### src/rtl/mc_pkg.sv
// Shared types and constants for the Monte Carlo path replay buffer.
// Holds the sequencer state encoding and checksum width.
package mc_pkg;

  typedef enum logic [2:0] {
    S_IDLE,
    S_LOAD,
    S_STREAM,
    S_WAIT_RS,
    S_DONE
  } state_t;

  localparam int DEF_DW    = 12;
  localparam int DEF_DEPTH = 256;
  localparam int CKW       = 16;

endpackage

### src/rtl/mc_path_replay_buffer_if.sv
// Sample in/out handshake bundle of the path replay buffer.
// master drives samples and out_ready; slave is the buffer.
interface mc_path_replay_buffer_if
  import mc_pkg::*;
#(
  parameter int DW = DEF_DW
);
  logic          in_valid;
  logic          in_ready;
  logic [DW-1:0] in_data;
  logic          out_valid;
  logic          out_ready;
  logic [DW-1:0] out_data;
  logic          out_last;

  modport master (
    output in_valid, in_data, out_ready,
    input  in_ready, out_valid, out_data, out_last
  );

  modport slave (
    input  in_valid, in_data, out_ready,
    output in_ready, out_valid, out_data, out_last
  );
endinterface

### src/rtl/mc_replay_chk.sv
// Replay consistency checker: per-pass 16-bit sum compared with pass 0.
// Only instantiated when MC_REPLAY_CHECK_EN is defined.
module mc_replay_chk
  import mc_pkg::*;
#(
  parameter int DW = DEF_DW
) (
  input  logic          clk,
  input  logic          rst_n,
  input  logic          clr_err,
  input  logic          clr_acc,
  input  logic          fire,
  input  logic          last,
  input  logic          first_pass,
  input  logic [DW-1:0] data,
  output logic          chk_err
);
  logic [CKW-1:0] acc;
  logic [CKW-1:0] ref_sum;
  logic [CKW-1:0] sum;
  logic           end_hs;

  assign sum    = acc + CKW'(data);
  assign end_hs = fire & last;

  always_ff @(posedge clk or negedge rst_n) begin
    if (!rst_n) begin
      acc     <= '0;
      ref_sum <= '0;
      chk_err <= 1'b0;
    end else begin
      if (clr_acc) acc <= '0;
      else if (fire) acc <= sum;
      if (end_hs && first_pass) ref_sum <= sum;
      if (clr_err) chk_err <= 1'b0;
      else if (end_hs && !first_pass && sum != ref_sum)
        chk_err <= 1'b1;
    end
  end
endmodule

### src/rtl/mc_path_replay_buffer.sv
// Loads DEPTH samples per day, replays them PASSES times, for DAYS days.
// Optional replay checker enabled by MC_REPLAY_CHECK_EN.
module mc_path_replay_buffer
  import mc_pkg::*;
#(
  parameter  int DW     = DEF_DW,
  parameter  int DEPTH  = DEF_DEPTH,
  parameter  int PASSES = 2,
  parameter  int DAYS   = 8,
  localparam int PW     = $clog2(PASSES + 1),
  localparam int YW     = $clog2(DAYS + 1)
) (
  input  logic                    clk,
  input  logic                    rst_n,
  input  logic                    start,
  input  logic                    resend,
  mc_path_replay_buffer_if.slave  bus,
  output logic [PW-1:0]           pass_idx,
  output logic [YW-1:0]           day_idx,
  output logic                    busy,
  output logic                    all_done,
  output logic                    chk_err
);
  localparam int AW = $clog2(DEPTH);

  state_t        state, state_n;
  logic [DW-1:0] mem [DEPTH];
  logic [AW-1:0] wptr;
  logic [AW:0]   rptr;
  logic          in_fire, wlast;
  logic          out_fire, last_fire;
  logic          reload, go;
  logic          pass_more, day_more;
  logic          stream_entry;

  assign bus.in_ready = (state == S_LOAD);
  assign busy     = (state != S_IDLE) && (state != S_DONE);
  assign all_done = (state == S_DONE);

  assign in_fire   = bus.in_valid & bus.in_ready;
  assign wlast     = in_fire & (wptr == AW'(DEPTH - 1));
  assign out_fire  = bus.out_valid & bus.out_ready;
  assign last_fire = out_fire & bus.out_last;
  assign go        = start & ((state == S_IDLE) | (state == S_DONE));
  assign pass_more = int'(pass_idx) < PASSES - 1;
  assign day_more  = int'(day_idx) < DAYS - 1;

  // rptr counts issued samples; reaching DEPTH stops further reloads
  assign reload = (state == S_STREAM)
                & (!bus.out_valid | bus.out_ready)
                & (rptr < (AW+1)'(DEPTH));

  assign stream_entry = (state_n == S_STREAM) && (state != S_STREAM);

  always_ff @(posedge clk or negedge rst_n) begin
    if (!rst_n) state <= S_IDLE;
    else        state <= state_n;
  end

  always_comb begin
    state_n = state;
    unique case (state)
      S_IDLE, S_DONE: if (start) state_n = S_LOAD;
      S_LOAD:    if (wlast) state_n = S_STREAM;
      S_STREAM:  if (last_fire) state_n = S_WAIT_RS;
      S_WAIT_RS: begin
        if (resend)
          state_n = pass_more ? S_STREAM :
                    day_more  ? S_LOAD   : S_DONE;
      end
      default:   state_n = S_IDLE;
    endcase
  end

  always_ff @(posedge clk) begin
    if (in_fire) mem[wptr] <= bus.in_data;
  end

  always_ff @(posedge clk or negedge rst_n) begin
    if (!rst_n) begin
      wptr         <= '0;
      rptr         <= '0;
      pass_idx     <= '0;
      day_idx      <= '0;
      bus.out_valid <= 1'b0;
      bus.out_data  <= '0;
      bus.out_last  <= 1'b0;
    end else begin
      if (go) begin
        day_idx  <= '0;
        pass_idx <= '0;
        wptr     <= '0;
      end
      if (in_fire) wptr <= wlast ? '0 : wptr + AW'(1);
      if (state != S_STREAM) rptr <= '0;
      else if (reload) rptr <= rptr + (AW+1)'(1);
      if (reload) begin
        bus.out_valid <= 1'b1;
        bus.out_data  <= mem[rptr[AW-1:0]];
        bus.out_last  <= (rptr == (AW+1)'(DEPTH - 1));
      end else if (out_fire) begin
        bus.out_valid <= 1'b0;
        bus.out_last  <= 1'b0;
      end
      if (state == S_WAIT_RS && resend) begin
        if (pass_more) begin
          pass_idx <= pass_idx + PW'(1);
        end else if (day_more) begin
          day_idx  <= day_idx + YW'(1);
          pass_idx <= '0;
          wptr     <= '0;
        end
      end
    end
  end

`ifdef MC_REPLAY_CHECK_EN
  logic first_pass;
  assign first_pass = (pass_idx == '0);

  mc_replay_chk #(.DW(DW)) u_chk (
    .clk        (clk),
    .rst_n      (rst_n),
    .clr_err    (go),
    .clr_acc    (stream_entry),
    .fire       (out_fire),
    .last       (bus.out_last),
    .first_pass (first_pass),
    .data       (bus.out_data),
    .chk_err    (chk_err)
  );
`else
  assign chk_err = 1'b0;
`endif
endmodule

### src/flat_wrapper.sv
// flat-port wrapper written by rule: the top's interface ports become plain ports
module mc_path_replay_buffer_flat import mc_pkg::*;
#(
  parameter  int DW     = DEF_DW,
  parameter  int DEPTH  = DEF_DEPTH,
  parameter  int PASSES = 2,
  parameter  int DAYS   = 8,
  localparam int PW     = $clog2(PASSES + 1),
  localparam int YW     = $clog2(DAYS + 1)
)
  (clk, rst_n, start, resend, pass_idx, day_idx, busy, all_done, chk_err, bus_in_valid, bus_in_data, bus_out_ready, bus_in_ready, bus_out_valid, bus_out_data, bus_out_last);
  mc_path_replay_buffer_if #(.DW(DW)) bus_i ();
  input  logic clk;
  input  logic rst_n;
  input  logic start;
  input  logic resend;
  output logic [PW-1:0] pass_idx;
  output logic [YW-1:0] day_idx;
  output logic busy;
  output logic all_done;
  output logic chk_err;
  input wire logic [$bits(bus_i.in_valid)-1:0] bus_in_valid;
  input wire logic [$bits(bus_i.in_data)-1:0] bus_in_data;
  input wire logic [$bits(bus_i.out_ready)-1:0] bus_out_ready;
  output wire logic [$bits(bus_i.in_ready)-1:0] bus_in_ready;
  output wire logic [$bits(bus_i.out_valid)-1:0] bus_out_valid;
  output wire logic [$bits(bus_i.out_data)-1:0] bus_out_data;
  output wire logic [$bits(bus_i.out_last)-1:0] bus_out_last;
  assign bus_i.in_valid = bus_in_valid;
  assign bus_i.in_data = bus_in_data;
  assign bus_i.out_ready = bus_out_ready;
  assign bus_in_ready = bus_i.in_ready;
  assign bus_out_valid = bus_i.out_valid;
  assign bus_out_data = bus_i.out_data;
  assign bus_out_last = bus_i.out_last;
  mc_path_replay_buffer #(.DW(DW), .DEPTH(DEPTH), .PASSES(PASSES), .DAYS(DAYS)) u_core (.clk(clk), .rst_n(rst_n), .start(start), .resend(resend), .bus(bus_i), .pass_idx(pass_idx), .day_idx(day_idx), .busy(busy), .all_done(all_done), .chk_err(chk_err));
endmodule
### config.mk
export PLATFORM = sky130hd
export DESIGN_NAME = mc_path_replay_buffer_flat
export DESIGN_NICKNAME = d
export VERILOG_FILES = /design/src/rtl/mc_pkg.sv /design/src/rtl/mc_path_replay_buffer_if.sv /design/src/rtl/mc_replay_chk.sv /design/src/rtl/mc_path_replay_buffer.sv /design/src/flat_wrapper.sv
export SDC_FILE = /design/constraint.sdc
export NUM_CORES = 2
export LEC_CHECK = 0
export ABC_CLOCK_PERIOD_IN_PS = 3500
export CAP_MARGIN = 30
export CORE_AREA = 5 5 488 490
export CTS_CLUSTER_SIZE = 28
export DETAILED_ROUTE_END_ITERATION = 7
export DIE_AREA = 0 0 493 495
export PLACE_DENSITY = 0.67
export SYNTH_ARGS = -nofsm -noshare
export SYNTH_HDL_FRONTEND = slang
export SYNTH_SLANG_ARGS = --single-unit
### constraint.sdc
create_clock -name clk -period 3.5 [get_ports clk]
set_clock_uncertainty 0.1 [all_clocks]
set_input_delay 0.7 -clock clk [delete_from_list [all_inputs] [get_ports clk]]
set_output_delay 0.7 -clock clk [all_outputs]
set_load 0.02 [all_outputs]
==> results.txt <==
Largest stage delay, worst path = 0.61 ns
Fin area = 140600 µm²
Fin cells = 9918
Clock-pin slew on the worst setup and hold paths = 0.06 ns
Via count of the routed design = 63.78k
Share of layout cells above drive strength 1 = 27.26%
Core ar. = 233600 µm²
Lkg Pwr = 44.71 nW
Root buf cell = clkbuf_16
Relative slew slack = 29.81%
Synth async-reset ratio = 1.285%
FMAX = 283.8 MHz
Total Routed Length = 325300 µm
Max Root-Sink Buffers = 4
Max-slew violation count = 0
Htree depth = 5
Avg WL per Cell = 32.80 µm
CP Buf/Inv Count = 4
Power per cell area = 649.8 nW/µm²
Top delay family on crit path = simple AND/OR/NAND/NOR gates
Worst reg2reg startpoint = u_core.rptr[2]
Final hold slack = 0.1294 ns
Chip width = 493 µm
Met3 Usage GRT = 5.362%
Cell area after synthesis = 120400 µm²
Top-Level Pins = 42
Worst skew pair latency = 0.93 ns
Critical Path RT = 4.24 ns
Hold path startpoint = bus_in_data[10]
# setup viols final = 1
Number of global-route vias before repair = 63.01k
Critical path origin = u_core.rptr[2]
VDD IR-drop max = 0.5793 mV
Setup TNS = -0.02355 ns
CP Class = flip-flop to flip-flop
Slowest CP cell = dfrtp_4
Top fanout value on the critical path = 29
Power Total = 91.37 mW
RSZ-0062 raised after global routing = yes
# DRC = 0
Gp weighted congestion = 0.9524
First-pass GRT wire length = 463300 µm
Pin count of the biggest net entering global routing = 123
Antenna viol nets, final = 0
GR Util met1 = 37.66%
GR Layer Usage met2 = 40.24%
Initial Utilization = 51.55%
Mapped Avg Cell Area = 20.68 µm²
Num CTS Buffers = 323
Final nets = 6644
Final cycle utilization of the critical path = 100.7%
Final min period = 3.524 ns
Vias per cell = 6.431
Run status = finished with violations
Yosys cell types = 68
EDFF count, synth = 3072
Most used cell along the critical path = buf_12
Main synth FF type = edfxtp_1
Post-Syn Instances = 5823
Dpl hpwl = 206000 µm
CP arrival = 4.26 ns
Rows = 178
Syn nets = 5849
Post-synthesis sequential area ratio = 77.43%
Critical path startpoint category = flip-flop
Grt total ovfl = 0
GRT busiest layer = met2
FILL cells = 16.25k
Initial antenna violation count = 15
Area of the die = 244000 µm²
# clock sinks = 3112
Initial DRC count = 8774
Crit-path cells = buf_12 > clkinv_2 > buf_12 > buf_4 > nand2_1 > a21oi_1 > a2111oi_0 > nor3_1 > nand4_1 > o21ai_1
Placed inst area = 130300 µm²
Synth-to-layout area growth = 16.75%
HP Class = input port to flip-flop
Measured slew at the worst slew-check pin = 1.053 ns
Post-route setup slack = -0.02355 ns
Synth Register Bits = 3112
Final Hold Viols = 0
CTS tree = yes
Failing checks = setup timing
GRT Total Usage = 26.45%
Number of port buffers = 40
R2R Setup Slk = -0.02 ns
Nature of the critical path endpoint = flip-flop
Yosys warns = 0
Pre-antenna DRT Iters = 6
Max-cap violations = 0
Die Ht = 495 µm
Post-placement cell count = 9343
[layout by cell type (no fill, tap or decap), types with 9 or more instances in the layout]
cell,Yosys,routed
mux4_2,613,613
nor4_1,24,21
o22ai_1,135,134
o21ai_0,81,77
a22oi_1,58,54
clkinv_1,0,69
o221ai_1,68,68
a21oi_1,80,79
clkbuf_16,0,331
nor2b_1,12,11
nand4_1,22,22
mux2i_1,416,416
or3_1,9,9
nor2_1,345,341
dfrtp_1,40,35
a2111oi_0,27,14
edfxtp_1,3072,3072
nor3_1,64,60
inv_1,13,12
diode_2,0,12
bufinv_16,0,24
clkinv_2,0,38
buf_12,0,128
clkbuf_1,159,69
a31oi_1,13,13
buf_4,69,630
nand2_1,166,165
clkdlybuf4s50_1,0,27
a211oi_1,40,38
a22o_1,14,14
clkbuf_8,0,9
nand3_1,58,57
clkinvlp_4,0,10
[flip-flops by register name, indices dropped and copies added (netlist names)]
signal and count:
u_core.day_idx 4, u_core.rptr 9, u_core.wptr 8, u_core.mem 3072, u_core.bus.out_data 12, u_core.state 3
u_core.pass_idx 2, u_core.bus.out_valid 1, u_core.bus.out_last 1
[final timing paths]
path | endpoint | depth (start not counted)
max in group asynchronous | u_core.wptr[5] | 5
worst max register to register | u_core.bus.out_data[1] | 10
worst min register to register | u_core.day_idx[3] | 2
worst max-delay path | u_core.bus.out_data[1] | 10
worst min-delay path | u_core.mem[92][10] | 1
min in group asynchronous | u_core.day_idx[0] | 3
[cells in the mapped netlist (5+ instances only)]
master,n,area (µm²)
nand2b_1,7,43.79
a21oi_1,80,400.4
o211ai_1,6,45.04
mux4_2,613,13810
a31oi_1,13,81.33
inv_1,13,48.80
buf_4,69,518.0
a22o_1,14,122.6
buf_2,56,280.3
nor3_1,64,320.3
a2111oi_0,27,236.5
a22oi_1,58,435.4
clkbuf_1,159,596.8
nand4_1,22,137.6
and2_1,8,50.05
a211o_1,7,61.31
ha_1,8,100.1
xnor2_1,5,43.79
o21ai_0,81,405.4
a221oi_1,6,52.55
nand2_1,166,623.1
buf_1,26,97.59
nor2_1,345,1295
o22ai_1,135,844.6
nor2b_1,12,75.07
or2_2,5,31.28
edfxtp_1,3072,92250
a211oi_1,40,300.3
or3_1,9,56.30
a32oi_1,5,43.79
dfrtp_1,40,1001
nand3_1,58,290.3
nand3b_1,5,37.54
buf_6,30,337.8
mux2i_1,416,4164
and3_1,6,37.54
nor4_1,24,150.1
o221ai_1,68,595.6
[repair_timing]
| action | CTS | global route |
|---|---|---|
| endpoints found under the setup margin | 11 | 11 |
| hold buffers | 1 | 1 |
| buffers inserted | 5 | 0 |
| gates resized for setup | 21 | 31 |
| cloned | 0 | 2 |
| pin swaps | 3 | 3 |
| hold endpoints to repair | 31 | 1 |
[stage by stage]
step | setup WS (ns) | util, %
2_1_floorplan | 0.2334 | -
3_3_place_gp | -0.6137 | 55.76
3_5_place_dp | -0.6017 | 55.76
4_1_cts | 0.003582 | 60.07
5_1_grt | -0.04365 | 60.18
6_report | -0.02355 | 60.19
[kinds of logic (layout without fill, tap and decap cells)]
logic type	after synthesis	after routing	share of synthesized area [%]
DFF	3112	3112	77.43
muxes	1031	1031	14.94
and+or+nand+nor	746	746	2.730
AOI/OAI and AO/OA	565	565	3.212
buffers and inverters	354	1377	1.564
adders and majority gates	8	8	0.08311
xor gates and xnor gates	6	6	0.04363
other	1	13	0.003114
[cell type report]
type	count	area [µm²]	share of cell area [%]
antenna	12	30.03	0.02136
clock buffer	403	8561	6.088
clock inverter	150	1360	0.9672
inverter	14	61.31	0.04360
multi-input combinational	2357	25570	18.18
sequential	3112	93270	66.33
tap	3060	3829	2.723
timing repair buffer	810	7944	5.649
[report_power, final]
group          total [mW]  internal, mW  leakage (nW)  switching, mW
clock network        32.6          19.0          4.82           13.6
logic                17.3          8.14          11.8           9.14
registers            41.5          41.1          28.1          0.357
[metal layers]
layer,routed length [µm],vias up
met2,150500,3791
li1,-,25860
met3,32910,712
met1,125300,33401
met5,92,-
met4,16540,14
(Power assumes the default switching activity.)
